<file path="config.mk">
export PLATFORM = sky130hd
export DESIGN_NAME = manhattan_dist_gen_flat
export DESIGN_NICKNAME = d
export VERILOG_FILES = /design/src/rtl/manhattan_dist_gen_pkg.sv /design/src/rtl/manhattan_dist_gen_if.sv /design/src/rtl/manhattan_dist_gen_abs_diff.sv /design/src/rtl/manhattan_dist_gen.sv /design/src/flat_wrapper.sv
export SDC_FILE = /design/constraint.sdc
export NUM_CORES = 1
export LEC_CHECK = 0
export CORE_MARGIN = 1
export CORE_UTILIZATION = 69
export DETAILED_ROUTE_END_ITERATION = 7
export DONT_BUFFER_PORTS = 1
export PLACE_DENSITY = 0.85
export SLEW_MARGIN = 20
export SYNTH_ARGS = -nofsm -noshare
export SYNTH_HDL_FRONTEND = slang
export SYNTH_SLANG_ARGS = --single-unit
</file>
<file path="constraint.sdc">
create_clock -name clk -period 10.5 [get_ports clk]
set_clock_uncertainty 0.2 [all_clocks]
set_input_delay 2.625 -clock clk [delete_from_list [all_inputs] [get_ports clk]]
set_output_delay 2.625 -clock clk [all_outputs]
set_load 0.01 [all_outputs]
</file>
<file path="src/rtl/manhattan_dist_gen_pkg.sv">
`default_nettype none
// +-----------------------------------------------------------------+
// | manhattan_dist_gen_pkg : shared widths, point count, FSM codes |
// | rev 1.0                                                         |
// +-----------------------------------------------------------------+
`ifndef MANHATTAN_DIST_GEN_DEFS
`define MANHATTAN_DIST_GEN_DEFS
`define D_DataSize 10
`endif

package manhattan_dist_gen_pkg;

  localparam int N_PTS       = 8;
  localparam int COORD_W_DEF = 9;

  localparam logic [1:0] IDLE  = 2'd0;
  localparam logic [1:0] ACCUM = 2'd1;
  localparam logic [1:0] DONE  = 2'd2;

endpackage
`default_nettype wire

</file>
<file path="src/rtl/manhattan_dist_gen_if.sv">
`default_nettype none
// +-----------------------------------------------------------------+
// | manhattan_dist_gen_if : query/point stream and distance vector |
// | rev 1.0                                                         |
// +-----------------------------------------------------------------+
interface manhattan_dist_gen_if
  import manhattan_dist_gen_pkg::*;
#(
  parameter int COORD_W = COORD_W_DEF,
  parameter int D_W     = `D_DataSize
);

  logic               start;
  logic [COORD_W-1:0] q_x;
  logic [COORD_W-1:0] q_y;
  logic               pt_valid;
  logic               pt_ready;
  logic [COORD_W-1:0] pt_x;
  logic [COORD_W-1:0] pt_y;
  logic [D_W-1:0]     d_0, d_1, d_2, d_3, d_4, d_5, d_6, d_7;
  logic               dist_valid;
  logic               dist_ack;
  logic               busy;

  // master supplies the query and points, slave is the distance generator
  modport master (
    output start, q_x, q_y, pt_valid, pt_x, pt_y, dist_ack,
    input  pt_ready, d_0, d_1, d_2, d_3, d_4, d_5, d_6, d_7, dist_valid, busy
  );

  modport slave (
    input  start, q_x, q_y, pt_valid, pt_x, pt_y, dist_ack,
    output pt_ready, d_0, d_1, d_2, d_3, d_4, d_5, d_6, d_7, dist_valid, busy
  );

endinterface
`default_nettype wire

</file>
<file path="src/rtl/manhattan_dist_gen_abs_diff.sv">
`default_nettype none
// +-----------------------------------------------------------------+
// | abs_diff : unsigned |a-b| without sign extension               |
// | rev 1.0                                                         |
// +-----------------------------------------------------------------+
module abs_diff #(
  parameter int W = 9
) (
  input  wire logic [W-1:0] a,
  input  wire logic [W-1:0] b,
  output logic      [W-1:0] y
);

  assign y = (a >= b) ? (a - b) : (b - a);

endmodule
`default_nettype wire

</file>
<file path="src/rtl/manhattan_dist_gen.sv">
`default_nettype none
// +-----------------------------------------------------------------+
// | manhattan_dist_gen : 8 Manhattan distances to a latched query  |
// | rev 1.0                                                         |
// +-----------------------------------------------------------------+
module manhattan_dist_gen
  import manhattan_dist_gen_pkg::*;
#(
  parameter int COORD_W = COORD_W_DEF,
  parameter int D_W     = `D_DataSize
) (
  input  wire logic           clk,
  input  wire logic           rst_n,
  manhattan_dist_gen_if.slave bus
);

  if ((D_W != `D_DataSize) || (D_W < COORD_W + 1)) begin : g_width_check
    $error("manhattan_dist_gen: D_W must equal D_DataSize and be at least COORD_W+1");
  end

  logic [1:0]         r_state;
  logic [1:0]         w_next_state;
  logic [2:0]         r_cnt;
  logic [COORD_W-1:0] r_qx;
  logic [COORD_W-1:0] r_qy;
  logic [D_W-1:0]     r_d [N_PTS];
  logic [COORD_W-1:0] w_dx;
  logic [COORD_W-1:0] w_dy;
  logic [D_W-1:0]     w_dist;
  logic               w_pt_ready;
  logic               w_dist_valid;
  logic               w_busy;
  logic               w_hs;

  abs_diff #(.W(COORD_W)) u_abs_x (.a(bus.pt_x), .b(r_qx), .y(w_dx));
  abs_diff #(.W(COORD_W)) u_abs_y (.a(bus.pt_y), .b(r_qy), .y(w_dy));

  // width guarantee above means this sum never wraps
  assign w_dist = D_W'(w_dx) + D_W'(w_dy);
  assign w_hs   = bus.pt_valid & w_pt_ready;

  always_ff @(posedge clk) begin
    if (!rst_n) begin
      r_state <= IDLE;
    end else begin
      r_state <= w_next_state;
    end
  end

  always_comb begin
    w_next_state = r_state;
    case (r_state)
      IDLE:    if (bus.start)                 w_next_state = ACCUM;
      ACCUM:   if (w_hs && (r_cnt == 3'd7))   w_next_state = DONE;
      DONE:    if (bus.dist_ack)              w_next_state = IDLE;
      default:                                w_next_state = IDLE;
    endcase
  end

  always_comb begin
    w_pt_ready   = 1'b0;
    w_dist_valid = 1'b0;
    w_busy       = 1'b0;
    case (r_state)
      ACCUM: begin
        w_pt_ready = 1'b1;
        w_busy     = 1'b1;
      end
      DONE: begin
        w_dist_valid = 1'b1;
        w_busy       = 1'b1;
      end
      default: ;
    endcase
  end

  // counter wraps 7->0 on the final handshake, so it is already clear for the next frame
  always_ff @(posedge clk) begin
    if (!rst_n) begin
      r_cnt <= 3'd0;
      r_qx  <= '0;
      r_qy  <= '0;
      for (int i = 0; i < N_PTS; i++) r_d[i] <= '0;
    end else if ((r_state == IDLE) && bus.start) begin
      r_cnt <= 3'd0;
      r_qx  <= bus.q_x;
      r_qy  <= bus.q_y;
      for (int i = 0; i < N_PTS; i++) r_d[i] <= '0;
    end else if (w_hs) begin
      r_d[r_cnt] <= w_dist;
      r_cnt      <= r_cnt + 3'd1;
    end
  end

  assign bus.pt_ready   = w_pt_ready;
  assign bus.dist_valid = w_dist_valid;
  assign bus.busy       = w_busy;
  assign bus.d_0        = r_d[0];
  assign bus.d_1        = r_d[1];
  assign bus.d_2        = r_d[2];
  assign bus.d_3        = r_d[3];
  assign bus.d_4        = r_d[4];
  assign bus.d_5        = r_d[5];
  assign bus.d_6        = r_d[6];
  assign bus.d_7        = r_d[7];

endmodule
`default_nettype wire
</file>
<file path="src/flat_wrapper.sv">
// flat-port wrapper written by rule: the top's interface ports become plain ports
module manhattan_dist_gen_flat import manhattan_dist_gen_pkg::*;
#(
  parameter int COORD_W = COORD_W_DEF,
  parameter int D_W     = `D_DataSize
)
  (clk, rst_n, bus_start, bus_q_x, bus_q_y, bus_pt_valid, bus_pt_x, bus_pt_y, bus_dist_ack, bus_pt_ready, bus_d_0, bus_d_1, bus_d_2, bus_d_3, bus_d_4, bus_d_5, bus_d_6, bus_d_7, bus_dist_valid, bus_busy);
  manhattan_dist_gen_if #(.COORD_W(COORD_W), .D_W(D_W)) bus_i ();
  input  wire logic clk;
  input  wire logic rst_n;
  input wire logic [$bits(bus_i.start)-1:0] bus_start;
  input wire logic [$bits(bus_i.q_x)-1:0] bus_q_x;
  input wire logic [$bits(bus_i.q_y)-1:0] bus_q_y;
  input wire logic [$bits(bus_i.pt_valid)-1:0] bus_pt_valid;
  input wire logic [$bits(bus_i.pt_x)-1:0] bus_pt_x;
  input wire logic [$bits(bus_i.pt_y)-1:0] bus_pt_y;
  input wire logic [$bits(bus_i.dist_ack)-1:0] bus_dist_ack;
  output wire logic [$bits(bus_i.pt_ready)-1:0] bus_pt_ready;
  output wire logic [$bits(bus_i.d_0)-1:0] bus_d_0;
  output wire logic [$bits(bus_i.d_1)-1:0] bus_d_1;
  output wire logic [$bits(bus_i.d_2)-1:0] bus_d_2;
  output wire logic [$bits(bus_i.d_3)-1:0] bus_d_3;
  output wire logic [$bits(bus_i.d_4)-1:0] bus_d_4;
  output wire logic [$bits(bus_i.d_5)-1:0] bus_d_5;
  output wire logic [$bits(bus_i.d_6)-1:0] bus_d_6;
  output wire logic [$bits(bus_i.d_7)-1:0] bus_d_7;
  output wire logic [$bits(bus_i.dist_valid)-1:0] bus_dist_valid;
  output wire logic [$bits(bus_i.busy)-1:0] bus_busy;
  assign bus_i.start = bus_start;
  assign bus_i.q_x = bus_q_x;
  assign bus_i.q_y = bus_q_y;
  assign bus_i.pt_valid = bus_pt_valid;
  assign bus_i.pt_x = bus_pt_x;
  assign bus_i.pt_y = bus_pt_y;
  assign bus_i.dist_ack = bus_dist_ack;
  assign bus_pt_ready = bus_i.pt_ready;
  assign bus_d_0 = bus_i.d_0;
  assign bus_d_1 = bus_i.d_1;
  assign bus_d_2 = bus_i.d_2;
  assign bus_d_3 = bus_i.d_3;
  assign bus_d_4 = bus_i.d_4;
  assign bus_d_5 = bus_i.d_5;
  assign bus_d_6 = bus_i.d_6;
  assign bus_d_7 = bus_i.d_7;
  assign bus_dist_valid = bus_i.dist_valid;
  assign bus_busy = bus_i.busy;
  manhattan_dist_gen #(.COORD_W(COORD_W), .D_W(D_W)) u_core (.clk(clk), .rst_n(rst_n), .bus(bus_i));
endmodule
</file>
Word-level counts from Yosys, hierarchy flattened
Memories as Yosys holds them, arrays and structs flattened.
Index checks and enable logic that the tools add are counted.
{ "classes": {"n_addsub": 6, "magnitude_cmp": 2, "n_eq_ne": 6, "muxes": 28, "bitwise": 10, "n_reduce_logical": 7} }
{ "ops": {"columns": ["operator", "count"], "rows": [
  ["2-to-1 mux 10 bit", 9],
  ["subtractor 9 bit", 4],
  ["greater-or-equal comparator 9 bit", 2],
  ["2-to-1 mux 9 bit", 2],
  ["2-to-1 mux 1 bit", 12],
  ["adder 9 x 9 -> 10 bit", 1],
  ["OR reduction 10 bit", 1],
  ["OR 1 bit", 8],
  ["2-to-1 mux 2 bit", 3],
  ["one-hot mux 2 bit (3 select lines)", 1],
  ["inequality test 2 bit, second input constant", 2],
  ["OR reduction 2 bit", 2],
  ["adder 3 x 1 -> 3 bit, second input constant", 1],
  ["equality test 3 bit, second input constant", 1],
  ["2-to-1 mux 3 bit", 1],
  ["AND reduction 3 bit", 1],
  ["equality test 2 x 1 -> 1 bit, second input constant", 1],
  ["equality test 2 bit, second input constant", 1],
  ["logical AND 1 bit", 2],
  ["zero test 2 bit", 1],
  ["inequality test 2 x 1 -> 1 bit, second input constant", 1],
  ["bitwise AND 1 bit", 1],
  ["inverter 1 bit", 1]
]} }
{ "word_totals": {"ff_bits": 23, "mem_bits_rw": 80, "output_inout_bits": 83, "word_cells": 64, "mem_count": 1} }
{ "mem_list": {"columns": ["name", "words", "word_bits", "rd", "rd_clocked_by_memory_dff", "write_ports", "line", "source"], "rows": [
  ["u_core.r_d", 8, 10, 8, 0, 8, "manhattan_dist_gen.sv:26", "logic [D_W-1:0] r_d [N_PTS];"]
]} }

Longest topological paths before layout
{ "depth": {"word_depth": 9, "depth_mapped": 17, "depth_no_buf": 15} }

Modules after synthesis
Synthesis repeated with hierarchy kept, for this count alone.
{ "unflattened": {"cells_unflattened": 589, "area_unflattened_um2": 6133.4} }
{ "modules_own_cells": {"columns": ["module", "instances", "cells_per_inst", "area_each_um2", "seq_area_each_um2"], "rows": [
  ["manhattan_dist_gen", 1, 366, 4385.5, 2862.7],
  ["abs_diff at u_core.u_abs_x", 1, 111, 893.4, 0.0],
  ["abs_diff at u_core.u_abs_y", 1, 112, 854.6, 0.0]
]} }

Worst setup path before layout
OpenSTA, ideal clock, no wires.
{ "synth_timing": {"kind": "input to register", "from": "input port bus_pt_x[6]", "to": "memory u_core.r_d[0][9] (netlist name) (data pin)", "setup_ps": 281, "arrival_ps": 5960, "setup_slack_ps": 4059, "stages": 16, "n_path_buf": 2, "cell_sequence": "inv_1 -> ha_1 -> buf_6 -> a21oi_2 -> o21ai_1 -> or3_1 -> buf_6 -> nor3b_4 -> mux2_2 -> ha_1 -> a21o_1 -> a21oi_1 -> o31a_1 -> nor2_1 -> a211oi_1 -> nor2_1"} }
{ "synth_rtl": {"columns": ["element", "line", "source"], "rows": [
  ["start, declared", "flat_wrapper.sv:15", "input wire logic [$bits(bus_i.pt_x)-1:0] bus_pt_x;"],
  ["end, declared", "manhattan_dist_gen.sv:26", null]
]} }

==> results.sh <==
export IMPL_clkLatencyLatePin_ns=0.38
export IMPL_crit_chain="inv_1 > ha_1 > nand4_2 > nor3_1 > or3_1 > nor3b_4 > mux2_2 > fa_1 > a21o_1 > a21oi_1 > o21bai_1 > o22ai_1 > xor2_1 > nor2_1"
export IMPL_drt_iter0_markers=394
export IMPL_place_congestion=0.906
export IMPL_required_ns=10.39
export IMPL_setup_viol=0
export IMPL_tns_ns=0
export IMPL_grtUsageTotal_pct=31.3
export IMPL_regArea_um2=2860
export IMPL_drive_gt1_share_pct=4.79
export IMPL_post_cts_setup_buffer_count=0
export IMPL_slowest_stage="xor2_1"
export IMPL_slew_violations=0
export IMPL_status="completed"
export IMPL_fmax_mhz=145
export IMPL_holdBufCountCts=0
export IMPL_die_h_um=93.4
export IMPL_clock_sinks=103
export IMPL_grt_pass1_vias=4079
export IMPL_cts_resized=0
export IMPL_setup_worst_path_class="input port to register"
export IMPL_path_clk_slew_ns=0.11
export IMPL_layout_nets=654
export IMPL_cts_tree="yes"
export IMPL_antenna_found_initial=0
export IMPL_final_common_cell="nor2_1"
export IMPL_async_flop_share_pct=0
export IMPL_tightest_slew_ns=1.07
export IMPL_wl_met1_um=5160
export IMPL_syn_area_um2=5760
export IMPL_yosysWarnings=0
export IMPL_port_buffer_count=0
export IMPL_mostFrequentLayoutCells="90 x nor2_1, 80 x edfxtp_1, 74 x nand2_1, 52 x inv_1, 49 x ha_1"
export IMPL_rows=32
export IMPL_grt_overflow_total=0
export IMPL_die_area_um2=8720
export IMPL_crit_path_end_kind="register"
export IMPL_crit_path_start_kind="input port"
export IMPL_wl_met2_um=6310
export IMPL_syn_inst=571
export IMPL_slew_headroom_pct=28.1
export IMPL_num_vias=4091
export IMPL_cp_top_family="simple AND/OR/NAND/NOR gates"
export IMPL_syn_nets=666
export IMPL_ys_types=44
export IMPL_syn_area_per_cell_um2=10.1
export IMPL_grt_pass1_wl_um=20500
export IMPL_areaGrowthSynthToFinish_pct=3.54
export IMPL_crit_fanout=8
export IMPL_crit_path_max_incr_delay_ns=0.84
export IMPL_fill_cells=507
export IMPL_met3_length_um=1180
export IMPL_htree_levels=3
export IMPL_dr_max_layer_used="met4"
export IMPL_hpwl_um=10100
export IMPL_n_antenna_cell=0
export IMPL_clock_path_buffers=2
export IMPL_boundaryPins=124
export IMPL_antenna_left=0
export IMPL_period_share_pct=65.8
export IMPL_start_util_pct=73.0
export IMPL_multi_input_area_um2=2590
export IMPL_numCtsBuffers=9
export IMPL_maxCapViolCount=0
export IMPL_die_w_um=93.4
export IMPL_cts_root_buf="clkbuf_8"
export IMPL_holdCritPathClass="register to register"
export IMPL_core_um2=7890
export IMPL_drc=0
export IMPL_total_power_mw=1.60
export IMPL_routed_via_density=6.14
export IMPL_ys_ff_latch=103
export IMPL_finalWirelength_um=13200
export IMPL_yosysSeqAreaShare_pct=49.7
export IMPL_worstPathArrival_ns=6.80
export IMPL_power_leakage_nw=2.49
export IMPL_first_pass_iters=5
export IMPL_ir_drop_mv=0.202
export IMPL_crit_buf_inv=1
export IMPL_grt_max_degree=23
export IMPL_grt_setup_unrepaired="false"
export IMPL_yosys_most_used_dff="edfxtp_1"
export IMPL_routedWlPerCell_um=19.8
export IMPL_hold_viol_final=0
export IMPL_pwr_density_cell_nw_per_um2=269
export IMPL_synth_edff_count=80
export IMPL_finalCriticalPeriod_ns=6.91
kinds of logic (layout without fill, tap and decap cells):
logic type	count (synthesis)	count (layout)	synth area share [%]
XOR/XNOR	17	17	2.58
flip-flops	103	103	49.7
buffers and inverters	76	69	5.41
AO/OA/AOI/OAI	101	101	11.4
multiplexers	19	19	3.37
AND/OR/NAND/NOR	201	201	15.2
adder cells (fa/ha/maj)	54	54	12.4
final timing paths:
path | startpoint | to | slack, ns | depth (start not counted)
max reg2reg | u_core.r_qx[6] | u_core.r_d[5][8] | 5.52 | 13
max | bus_pt_x[6] | u_core.r_d[5][8] | 3.59 | 14
min reg2reg | u_core.r_qy[8] | u_core.r_qy[8] | 0.27 | 2
min | u_core.r_qy[8] | u_core.r_qy[8] | 0.27 | 2
power by group:
group | switching, mW | internal, mW
logic | 0.543 | 0.223
clock network | 0.154 | 0.0925
registers | 0.0671 | 0.526
total | 0.764 | 0.841
tightest hold or removal path, stage by stage (launching register included):
cell,delay [ns]
dfxtp_1,0.32
nand2_1,0.05
a21boi_0,0.06
final cells by class:
cell class,count,share of cell area [%]
sequential,103,48.0
multi-input combinational,392,43.4
inverter,52,3.27
clock buffer,10,2.14
tap,102,2.14
clock inverter,6,0.965
timing repair buffer,1,0.126
registers in the layout, summed over array words and instances, names as in the netlist:
register / flops
u_core.r_d: 80
u_core.r_qx: 9
u_core.r_qy: 9
u_core.r_cnt: 3
u_core.r_state: 2
per-stage QoR:
| step | cell area (um^2) | setup WS [ns] | util (%) | instances | hold slack, ns |
|---|---|---|---|---|---|
| floorplan | 5760 | 4.06 | - | 571 | 0.243 |
| global placement | 5780 | 3.48 | 73.3 | 650 | 0.250 |
| detailed placement | 5780 | 3.28 | 73.3 | 650 | 0.258 |
| CTS | 5970 | 3.67 | 75.6 | 666 | 0.272 |
| global route | 5970 | 3.41 | 75.6 | 666 | 0.317 |
| finish | 5970 | 3.59 | 75.6 | 666 | 0.268 |
routing by layer:
metal	global-route usage (%)	vias to the layer above
met2	52.1	250
li1	-	1917
met5	0	-
met4	17.7	0
met3	6.67	51
met1	37.9	1873
synth_stat cells, types with 4 or more instances:
cell type | number | area (um^2)
a21boi_0 | 21 | 158
a21o_1 | 13 | 97.6
a21oi_1 | 33 | 165
and2_1 | 4 | 25.0
clkbuf_1 | 20 | 75.1
dfxtp_1 | 23 | 460
edfxtp_1 | 80 | 2400
fa_1 | 5 | 100
ha_1 | 49 | 613
inv_1 | 52 | 195
mux2i_1 | 16 | 160
nand2_1 | 74 | 278
nand3_1 | 7 | 35.0
nor2_1 | 90 | 338
nor2b_1 | 8 | 50.1
o21ai_0 | 11 | 55.1
xnor2_1 | 10 | 87.6
xor2_1 | 7 | 61.3
Note: power is estimated with default switching activity, not from simulation.
